`src/rtl/spike_rate_encoder.sv`:
```
// spike_rate_encoder
//   Rate-coded spike transmitter. A WIDTH-bit rate is taken through a valid/ready
//   load handshake. Over a window of N = 2^WIDTH steps, exactly `rate` single-cycle
//   spikes are emitted on spike_out, spread evenly by a wrapping phase accumulator.
//
// Ports
//   clk        : system clock, all state updates on posedge
//   rst        : asynchronous active-high reset
//   load_valid : new rate presented on `rate`
//   rate       : spikes to emit in the next window, sampled on load acceptance
//   load_ready : encoder idle, a load will be accepted
//   stop       : abort the current window (ignored while idle)
//   spike_out  : registered spike, one cycle per spike
//   done       : one-cycle pulse when a window completes without abort
//   busy       : window in progress
module spike_rate_encoder #(
  parameter int unsigned WIDTH = 8
) (
  input  logic             clk,
  input  logic             rst,
  input  logic             load_valid,
  input  logic [WIDTH-1:0] rate,
  output logic             load_ready,
  input  logic             stop,
  output logic             spike_out,
  output logic             done,
  output logic             busy
);

  typedef enum logic [0:0] {StIdle, StRun} state_e;

  // Step counter value just before the final step of a window (N-1).
  localparam logic [WIDTH:0] StepLast = {1'b0, {WIDTH{1'b1}}};

  state_e           state_q;
  logic [WIDTH-1:0] acc_q;
  logic [WIDTH:0]   step_q;
  logic [WIDTH-1:0] rate_q;
  logic             spike_q;
  logic             done_q;

  // The carry out of the accumulator marks every crossing of a multiple of N in
  // k*rate, which is exactly the even-spread spike rule.
  logic [WIDTH:0] sum;
  assign sum = {1'b0, acc_q} + {1'b0, rate_q};

  always_ff @(posedge clk or posedge rst) begin
    if (rst) begin
      state_q <= StIdle;
      acc_q   <= '0;
      step_q  <= '0;
      rate_q  <= '0;
      spike_q <= 1'b0;
      done_q  <= 1'b0;
    end else begin
      done_q <= 1'b0;
      unique case (state_q)
        StIdle: begin
          spike_q <= 1'b0;
          if (load_valid) begin
            rate_q  <= rate;
            acc_q   <= '0;
            step_q  <= '0;
            state_q <= StRun;
          end
        end
        StRun: begin
          if (stop) begin
            // Abort beats a coincident final step: no spike, no done.
            state_q <= StIdle;
            acc_q   <= '0;
            step_q  <= '0;
            spike_q <= 1'b0;
          end else begin
            acc_q   <= sum[WIDTH-1:0];
            spike_q <= sum[WIDTH];
            step_q  <= step_q + 1'b1;
            if (step_q == StepLast) begin
              state_q <= StIdle;
              done_q  <= 1'b1;
            end
          end
        end
        default: state_q <= StIdle;
      endcase
    end
  end

  assign load_ready = (state_q == StIdle);
  assign busy       = (state_q == StRun);
  assign spike_out  = spike_q;
  assign done       = done_q;

endmodule

```
`config.mk`:
```
export PLATFORM = sky130hd
export DESIGN_NAME = spike_rate_encoder
export DESIGN_NICKNAME = d
export VERILOG_FILES = /design/src/rtl/spike_rate_encoder.sv
export SDC_FILE = /design/constraint.sdc
export NUM_CORES = 1
export LEC_CHECK = 0
export BUFFER_PORTS_ARGS = -buffer_cell sky130_fd_sc_hd__buf_2
export CAP_MARGIN = 40
export CORE_MARGIN = 2
export CORE_UTILIZATION = 61
export DETAILED_ROUTE_END_ITERATION = 10
export HOLD_SLACK_MARGIN = 0.12
export PLACE_DENSITY_LB_ADDON = 0.2
export SLEW_MARGIN = 10
export SYNTH_ARGS = -nofsm -noshare
export SYNTH_HDL_FRONTEND = slang
export SYNTH_SLANG_ARGS = --single-unit
```
`constraint.sdc`:
```
create_clock -name clk -period 4.38 [get_ports clk]
set_input_delay 0.438 -clock clk [delete_from_list [all_inputs] [get_ports clk]]
set_output_delay 0.438 -clock clk [all_outputs]
set_load 0.05 [all_outputs]
```
==> results of run 1 <==
==> cell usage after synthesis, drive strengths merged <==
master	n	area share, %
fa	1	1.4
buf	3	1.0
nand2b	1	0.43
mux2	10	7.8
xor2	3	1.8
nor2	5	1.3
o211a	1	0.69
and2	1	0.43
o21ai	19	6.9
nand4	1	0.43
a21o	3	1.6
inv	5	1.3
dfrtp	28	49
or3	1	0.43
xnor2	5	3.0
and3	4	1.7
a21oi	5	2.0
nor2b	1	0.43
nand2	14	3.6
and4	1	0.61
clkbuf	1	0.26
o21bai	1	0.52
nand3	2	0.69
a22o	4	2.4
o22ai	2	0.87
ha	10	8.7
a221oi	1	1.0
==> stage by stage <==
| step | setup WS (ps) | hold WS, ps | instances | area, µm² |
|---|---|---|---|---|
| global placement | 2550 | 473 | 172 | 1530 |
| floorplan | 2630 | 450 | 133 | 1440 |
| global route | 2410 | 189 | 178 | 1590 |
| finish | 2510 | 140 | 178 | 1590 |
| detailed placement | 2530 | 482 | 174 | 1560 |
| CTS | 2510 | 159 | 178 | 1590 |
==> layout make-up <==
type                    instances  area [µm²]
flip-flops and latches         28         701
inverters                       5        18.8
multi-input cells              96         704
well taps                      28        35.0
fillers                       176         641
repair buffers                 17        97.6
clock buffers                   4        36.3
==> power groups by stage <==
stage	registers, mW	logic (mW)	clock network, mW
6_report	0.337	0.272	0.122
5_1_grt	0.345	0.307	0.134
4_1_cts	0.337	0.273	0.126
3_5_place_dp	0.341	0.273	0
3_3_place_gp	0.338	0.258	0
2_1_floorplan	0.341	0.215	0
==> registers in the layout, summed over array words and instances (netlist names) <==
| signal | flops |
|---|---|
| rate_q | 8 |
| step_q | 9 |
| busy | 1 |
| spike_out | 1 |
| done | 1 |
| acc_q | 8 |
==> final timing paths <==
check | slack [ps] | startpoint | to | depth (start not counted)
setup reg to reg | 2510 | acc_q[0] | acc_q[6] | 6
max in group asynchronous | 3760 | rst | acc_q[6] | 3
setup / recovery | 2510 | acc_q[0] | acc_q[6] | 6
hold reg to reg | 510 | step_q[8] | step_q[8] | 2
min in group clk | 330 | rate[3] | rate_q[3] | 2
hold / removal | 140 | rst | busy | 2
==> cell families (layout without fill, tap and decap cells) <==
kind of cell | after synthesis | after routing | share of synthesized area (%)
xor+xnor | 8 | 8 | 4.86
mux | 10 | 10 | 7.81
simple gates | 31 | 31 | 10.1
compound gates | 36 | 36 | 16.0
flops | 28 | 28 | 48.6
buf+inv | 9 | 26 | 2.60
fa+ha+maj | 11 | 11 | 10.1
==> critical path, cell delays in order (launching register included) <==
cell and delay, ps:
dfrtp_1 410, ha_1 230, fa_1 400, a21o_1 200, a221oi_2 280, xnor2_1 170, o21ai_2 60
==> layer usage <==
metal	GRT usage, %	vias to the layer above	share of wire [%]	routed length [µm]
li1	-	506	-	-
met1	28.2	518	46	1150
met2	41.0	13	52	1300
met3	2.57	2	2.3	58
met4	5.98	0	0.36	9
met5	0	-	0	0
==> run_results.csv, run 1 <==
group,metric,value,unit
run_status,status,"finished, final reports clean",
power,p_int,481,µW
placed_design,gp_congestion,0.810,
timing,setup_tns,0,ps
global_routing,grt_max_degree,19,
clocking,ctsHoldBuffers,0,
global_routing,antenna_found_initial,0,
cells_and_area,insertedDiodeCount,0,
placed_design,hpwlAfterDp,1940,µm
die,floorplan.initialDensity,64.6,%
detailed_routing,drcViolationCount,0,
global_routing,grt_pass1_vias,1107,
detailed_routing,vias,1039,
critical_path,arrival,2070,ps
clocking,cts_setup_buffers,0,
power,p_total,732,µW
logic_synthesis,syn_inst,133,
global_routing,grt_pass1_wl,4620,µm
timing,fin_skew,3.41,ps
detailed_routing,drtIter0Drc,9,
clocking,cts_resized,0,
logic_synthesis,syn_nets,156,
power,power_frac_seq,46.1,%
cells_and_area,mostFrequentLayoutCells,"dfrtp_1, o21ai_0, buf_2",
power,power_frac_comb,37.2,%
logic_synthesis,yosys_warnings,0,
detailed_routing,first_pass_iters,4,
clocking,numCtsBuffers,3,
cells_and_area,drive_gt1_share,22.0,%
logic_synthesis,yosysSeqAreaShare,48.6,%
clocking,cts_tree,"done",
critical_path,worst_setup_path_start_kind,"flip-flop",
power,p_clk_share,16.7,%
clocking,clockBufferDepth,2,
timing,fmax,0.536,GHz
power,swShare,34.3,%
die,fp.dieH,52.6,µm
timing,hold_violations,0,
logic_synthesis,ys_types,30,
logic_synthesis,synth_seq_cells,28,
detailed_routing,viasPerCell,5.84,
critical_path,cp_max_fo,2,
hold_path,hold_class,"in2async",
critical_path,required,4580,ps
cells_and_area,fin_util,71.3,%
power,p_switching,251,µW
job,maxCapViolCount,0,
timing,min_period,1870,ps
cells_and_area,syn_to_final_growth,10.4,%
global_routing,gr-total-overflow,0,
clocking,clock-sinks,28,
clocking,clock_latency,320,ps
timing,slew_headroom,46.3,%
critical_path,worst_setup_path_end_kind,"flip-flop",
logic_synthesis,synth_area,1440,µm²
timing,rsz0062_at_grt,"false",
critical_path,worstSetupPathType,"reg2reg",
die,io_pins,16,
die,core,2230,µm²
timing,slew_viol_final,0,
power,powerDensity,459,nW/µm²
logic_synthesis,synth.avg_cell_area,10.8,µm²
timing,finalCritPeriodShare,42.6,%
timing,setup_viol,0,
power,peakVddDrop,0.000332,V
detailed_routing,wl_per_cell,14.1,µm
clocking,path_clk_slew,140,ps
die,row_count,17,
clocking,htreeDepth,1,
timing,tightest_slew,804,ps
detailed_routing,postRouteAntennaNets,0,
power,p_leak,0.792,nW
placed_design,io_buffers,15,
global_routing,grt_usage,22.6,%
clocking,cts_root_buf,"clkbuf_4",
cells_and_area,nNetsFinal,174,
cells_and_area,mostFrequentLayoutCell,"dfrtp_1",
die,die_x,52.6,µm
detailed_routing,wirelength,2520,µm
die,die_area,2770,µm²
Power figures use the tool's default switching activity.
==> inputs of run 2 (changes only) <==
--- a/config.mk
+++ b/config.mk
@@ -8,7 +8,7 @@
 export BUFFER_PORTS_ARGS = -buffer_cell sky130_fd_sc_hd__buf_2
 export CAP_MARGIN = 40
 export CORE_MARGIN = 2
-export CORE_UTILIZATION = 61
+export CORE_UTILIZATION = 51
 export DETAILED_ROUTE_END_ITERATION = 10
 export HOLD_SLACK_MARGIN = 0.12
 export PLACE_DENSITY_LB_ADDON = 0.2
==> constraint.sdc (replaced) <==
create_clock -name clk -period 1.6 [get_ports clk]
set_input_delay 0.16 -clock clk [delete_from_list [all_inputs] [get_ports clk]]
set_output_delay 0.16 -clock clk [all_outputs]
set_load 0.05 [all_outputs]
==> run 2 against run 1 <==
The run now ends with setup timing left. Flip-flop and latch count unchanged. Combinational power increased to 3.4 times the previous value. First-iteration DRC count grew to 3.4 times the previous value. Routed wire length grew 11%. Fmax grew 5.8%. Highest routed layer unchanged. Non-clock buffer count rose by 23. Register-to-register slack got worse by 2700 ps. Final area up 15%. Largest power group unchanged. Critical endpoint unchanged. Hold slack improved by 110 ps.
==> run_results.csv, run 2 (synthesized netlist as in run 1, its figures left out) <==
group,metric,value,unit
global_routing,grt_max_degree,29,
critical_path,r2r_start,"acc_q[0]",
die,die_area,3270,µm²
global_routing,grt_pass1_vias,1183,
die,io_pins,16,
placed_design,gp_congestion,0.739,
power,p_clk_share,15.5,%
power,p_switching,747,µW
timing,fin_ws,-163,ps
timing,slew_viol_final,0,
clocking,clock_latency,320,ps
power,power_frac_comb,42.1,%
timing,rsz0062_at_grt,"true",
cells_and_area,insertedDiodeCount,0,
placed_design,io_buffers,15,
placed_design,dpl_worst_slack,-191,ps
critical_path,worst_setup_path_end_kind,"flip-flop",
detailed_routing,first_pass_iters,4,
cells_and_area,mostFrequentLayoutCell,"dfrtp_1",
hold_path,whs_endpoint,"step_q[6]",
cells_and_area,reg.largest.list,"step_q: 9 flops, acc_q: 8 flops, rate_q: 8 flops",
critical_path,critPathTopFamily,"compound AO/OA/AOI/OAI gates",
hold_path,hold_class,"in2reg",
critical_path,crit_path_cell_trace,"ha_2, fa_2, a21o_1, a221oi_4, xnor2_1, o21ai_2",
timing,holdWs,249,ps
cells_and_area,final-instance-count-excl-fill,204,
critical_path,required,1820,ps
placed_design,hpwlAfterDp,1980,µm
cells_and_area,mostFrequentLayoutCells,"dfrtp_1, o21ai_0, buf_4",
global_routing,grt_pass1_wl,5020,µm
global_routing,grt_usage,19.3,%
detailed_routing,postRouteAntennaNets,0,
power,p_int,1.43,mW
die,row_count,19,
cells_and_area,drive_gt1_share,32.9,%
detailed_routing,viasPerCell,5.41,
timing,fin_skew,5.83,ps
detailed_routing,vias,1103,
clocking,clockBufferDepth,2,
critical_path,critPathBufInv,0,
timing,hold_violations,0,
critical_path,slowest_delay,420,ps
die,fp.dieH,57.2,µm
timing,tightest_slew,357,ps
cells_and_area,fin_util,67.8,%
timing,slew_headroom,76.2,%
cells_and_area,syn_to_final_growth,27.3,%
run_status,violations,"setup timing",
clocking,clock-sinks,28,
global_routing,antenna_found_initial,0,
critical_path,worstSetupPathType,"reg2reg",
hold_path,whs_path_depth,3,
timing,setup_viol,5,
clocking,cts_root_buf,"clkbuf_4",
critical_path,worst_setup_path_start_kind,"flip-flop",
detailed_routing,wirelength,2800,µm
detailed_routing,wl_per_cell,13.7,µm
cells_and_area,largest_reg_flops,9,
clocking,cts_tree,"done",
die,core,2710,µm²
timing,finalCritPeriodShare,110,%
critical_path,r2r_end,"acc_q[6]",
clocking,numCtsBuffers,3,
power,powerDensity,1190,nW/µm²
global_routing,gr-total-overflow,0,
critical_path,rrSetupSlack,-160,ps
timing,fmax,0.567,GHz
power,p_leak,0.884,nW
critical_path,cp_max_fo,2,
job,maxCapViolCount,0,
critical_path,crit_path_top_delay_cell,"dfrtp_1",
timing,min_period,1760,ps
power,power_frac_seq,42.4,%
clocking,path_clk_slew,150,ps
cells_and_area,largest-register,"step_q",
critical_path,arrival,1980,ps
detailed_routing,drcViolationCount,0,
hold_path,worstHoldStart,"load_valid",
clocking,htreeDepth,1,
die,floorplan.initialDensity,53.2,%
die,die_x,57.2,µm
run_status,status,"finished with violations",
placed_design,dp_cells,190,
critical_path,reg2reg_depth,6,
power,swShare,34.3,%
detailed_routing,drtIter0Drc,31,
power,peakVddDrop,0.00110,V
cells_and_area,nNetsFinal,197,
==> run 2: cell types whose count changed in the layout (fill, tap and decap cells not counted), sizes merged <==
cell / delta
buf: +14
dlygate4sd3: +9
==> run 2: final cells by class <==
type,count,area [µm²]
tap,31,38.8
sequential,28,702
fill,199,873
inverter,5,18.8
timing repair buffer,40,285
clock buffer,4,36.3
multi-input combinational,96,756
==> run 2: power groups by stage <==
stage | combinational [mW] | sequential [mW] | clock [mW]
final | 0.918 | 0.924 | 0.337
after global routing | 1.03 | 0.943 | 0.372
after CTS | 0.884 | 0.925 | 0.352
after detailed placement | 0.842 | 0.932 | 0
after global placement | 0.806 | 0.925 | 0
after floorplan | 0.595 | 0.937 | 0
==> run 2: worst max-delay path by stage <==
stage	end	slack [ps]	depth (start not counted)	from
2_1_floorplan	acc_q[6]	-60	6	acc_q[0]
3_3_place_gp	acc_q[6]	-110	6	acc_q[0]
3_5_place_dp	acc_q[6]	-190	6	acc_q[0]
4_1_cts	acc_q[6]	-210	6	acc_q[0]
5_1_grt	acc_q[6]	-240	6	acc_q[0]
6_report	acc_q[6]	-160	6	acc_q[0]
==> run 2: repair_timing <==
| item | CTS | global route |
|---|---|---|
| pin swaps | 2 | 1 |
| gates resized for setup | 2 | 6 |
| gates cloned | 0 | 0 |
| hold buffers | 9 | 0 |
| setup buffers | 0 | 1 |
| endpoints found under the hold margin | 36 | 0 |
| setup endpoints to repair | 7 | 10 |
==> run 2: metrics by stage <==
step	setup TNS [ps]	power, mW	area, µm²
6_report	-408	2.18	1840
5_1_grt	-926	2.34	1840
4_1_cts	-547	2.16	1800
3_5_place_dp	-475	1.77	1660
3_3_place_gp	-268	1.73	1660
2_1_floorplan	-84.0	1.53	1450
==> run 2: tightest hold or removal path: stages <==
cell	delay, ps
buf_2	90
o22ai_1	70
a22o_1	220
==> run 2: layer usage <==
layer	wire, µm	GRT usage [%]	share of wire, %	vias up
li1	-	-	-	555
met1	1330	26.3	48	534
met2	1390	33.2	50	12
met3	59	2.04	2.1	2
met4	9	5.32	0.32	0
met5	0	0	0	-
==> inputs of run 3 (changes only) <==
--- a/config.mk
+++ b/config.mk
@@ -7,6 +7,7 @@
 export LEC_CHECK = 0
 export BUFFER_PORTS_ARGS = -buffer_cell sky130_fd_sc_hd__buf_2
 export CAP_MARGIN = 40
+export CORE_ASPECT_RATIO = 1.75
 export CORE_MARGIN = 2
 export CORE_UTILIZATION = 51
 export DETAILED_ROUTE_END_ITERATION = 10
==> run 3 against run 2 <==
The run still ends with setup timing left. Combinational power is 11% higher. Final area increased by 3.7%. Clock power up 16%. Hold slack better by 62 ps. Clock skew is 3.4 ps lower. Routed wire length up 7.7%. First-iteration DRC count decreased by 6.5%. Clock-buffer cell count is the same. Total power rose by 7.1%. Sequential power barely moved. Die area increased by 0.51%. Utilization increased by 3.0 points. Critical path type unchanged. Largest power group is now combinational logic.
==> run_results.csv, run 3 (synthesized netlist as in run 1, its figures left out) <==
group,metric,value,unit
detailed_routing,met2_length,1690,µm
hold_path,whs_endpoint,"step_q[6]",
die,floorplan.initialDensity,53.6,%
run_status,violations,"setup timing",
critical_path,r2r_end,"acc_q[6]",
clocking,cts_root_buf,"clkbuf_8",
detailed_routing,m1WireLength,1190,µm
detailed_routing,wl_per_cell,15.1,µm
die,core,2690,µm²
critical_path,r2r_start,"acc_q[0]",
clocking,htreeDepth,1,
cells_and_area,drive_gt1_share,34.9,%
timing,tightest_slew,525,ps
critical_path,arrival,1960,ps
detailed_routing,drtIter0Drc,29,
critical_path,worstSetupPathType,"reg2reg",
detailed_routing,topRoutingLayerUsed,"met4",
clocking,path_clk_slew,90,ps
timing,slew_viol_final,0,
timing,finalCritPeriodShare,112,%
clocking,numCtsBuffers,3,
cells_and_area,syn_to_final_growth,32.0,%
critical_path,worst_setup_path_end_kind,"flip-flop",
global_routing,grt_usage,21.0,%
clocking,cts_tree,"done",
placed_design,dpl_worst_slack,-153,ps
cells_and_area,nNetsFinal,196,
critical_path,reg2reg_depth,6,
critical_path,worst_setup_path_start_kind,"flip-flop",
critical_path,rrSetupSlack,-190,ps
job,maxCapViolCount,0,
global_routing,grt_pass1_wl,5060,µm
placed_design,io_buffers,15,
hold_path,whs_path_depth,3,
die,die_area,3290,µm²
global_routing,antenna_found_initial,0,
hold_path,hold_class,"in2reg",
die,die_x,44.2,µm
timing,fmax,0.558,GHz
global_routing,gr-total-overflow,0,
power,powerDensity,1230,nW/µm²
cells_and_area,largest-register,"step_q",
cells_and_area,mostFrequentLayoutCell,"dfrtp_1",
detailed_routing,drcViolationCount,0,
timing,rsz0062_at_grt,"true",
detailed_routing,postRouteAntennaNets,0,
detailed_routing,first_pass_iters,4,
detailed_routing,vias,1132,
die,row_count,25,
timing,fin_ws,-194,ps
cells_and_area,reg.largest.list,"step_q: 9 flops, acc_q: 8 flops, rate_q: 8 flops",
cells_and_area,design_area,1900,µm²
timing,hold_violations,0,
timing,min_period,1790,ps
placed_design,hpwlAfterDp,2080,µm
cells_and_area,largest_reg_flops,9,
critical_path,cp_max_fo,2,
detailed_routing,wirelength,3010,µm
die,io_pins,16,
global_routing,grt_pass1_vias,1179,
hold_path,worstHoldStart,"load_valid",
run_status,status,"finished with violations",
die,fp.dieH,74.4,µm
power,peakVddDrop,0.000936,V
timing,setup_viol,3,
detailed_routing,viasPerCell,5.69,
timing,fin_skew,2.44,ps
clocking,clockBufferDepth,2,
global_routing,grt_max_degree,19,
detailed_routing,wl_met3,81,µm
clocking,clock-sinks,28,
power,p_leak,0.901,nW
placed_design,post_dp_cell_area,1680,µm²
clocking,clock_latency,270,ps
timing,slew_headroom,65.0,%
cells_and_area,mostFrequentLayoutCells,"dfrtp_1, buf_2, nand2_1",
placed_design,gp_congestion,0.755,
critical_path,required,1770,ps
cells_and_area,insertedDiodeCount,0,
-- run 3: changes by cell type in the layout (fill, tap and decap cells not counted), moves of 2 or more --
cell,previous run,this run
clkbuf_8,1,3
o21ai_0,16,13
buf_4,16,12
o21ai_1,2,4
a21oi_1,4,2
clkbuf_4,3,0
buf_12,0,3
-- run 3: worst max-delay path: stages (launching register included) --
cell      delay, ps
dfrtp_1         400
ha_2            200
fa_2            340
a21o_1          190
a221oi_2        300
xnor2_1         200
o21ai_2          70
-- run 3: layout make-up --
cell class	instances	area, µm²
clock buffers	4	45.0
fillers	208	786
inverters	5	18.8
well taps	27	33.8
multi-input cells	96	790
repair buffers	39	315
flip-flops and latches	28	702
-- run 3: worst max-delay path by stage --
stage               slack [ps]  cells past startpoint        end  startpoint
floorplan                  -60                      6   acc_q[6]    acc_q[0]
global placement           -90                      6   acc_q[6]    acc_q[0]
detailed placement        -150                      6   acc_q[6]    acc_q[0]
CTS                       -160                      6   acc_q[6]    acc_q[0]
global route              -240                      6  spike_out    acc_q[0]
finish                    -190                      6   acc_q[6]    acc_q[0]
-- run 3: stage by stage --
stage          TNS [ps]  cells  hold WS (ps)  utilization (%)  total power [mW]
5_1_grt            -755    199           316             70.8              2.49
6_report           -488    199           311             70.8              2.33
3_5_place_dp       -419    185           210             62.6              1.82
3_3_place_gp       -215    185           202             62.6              1.77
4_1_cts            -398    197           129             68.5              2.28
2_1_floorplan     -84.0    133           225                -              1.53
-- run 3: what timing repair did --
item,4_1_cts,5_1_grt
endpoints found under the setup margin,7,8
resized for setup,7,9
endpoints found under the hold margin,18,1
pin swaps,5,3
hold buffers,8,1
cloned,0,0
setup buffers,0,1
-- run 3: per-layer routing --
metal	vias up	GRT usage, %
met5	-	0
met4	0	10.1
met3	4	2.18
met2	18	37.7
met1	563	24.1
li1	547	-
-- run 3: report_power, final --
| group | leakage (nW) | internal [mW] | total, mW | switching [mW] |
|---|---|---|---|---|
| Clock | 0.0228 | 0.179 | 0.391 | 0.212 |
| Combinational | 0.514 | 0.517 | 1.02 | 0.500 |
| Sequential | 0.364 | 0.833 | 0.926 | 0.0928 |
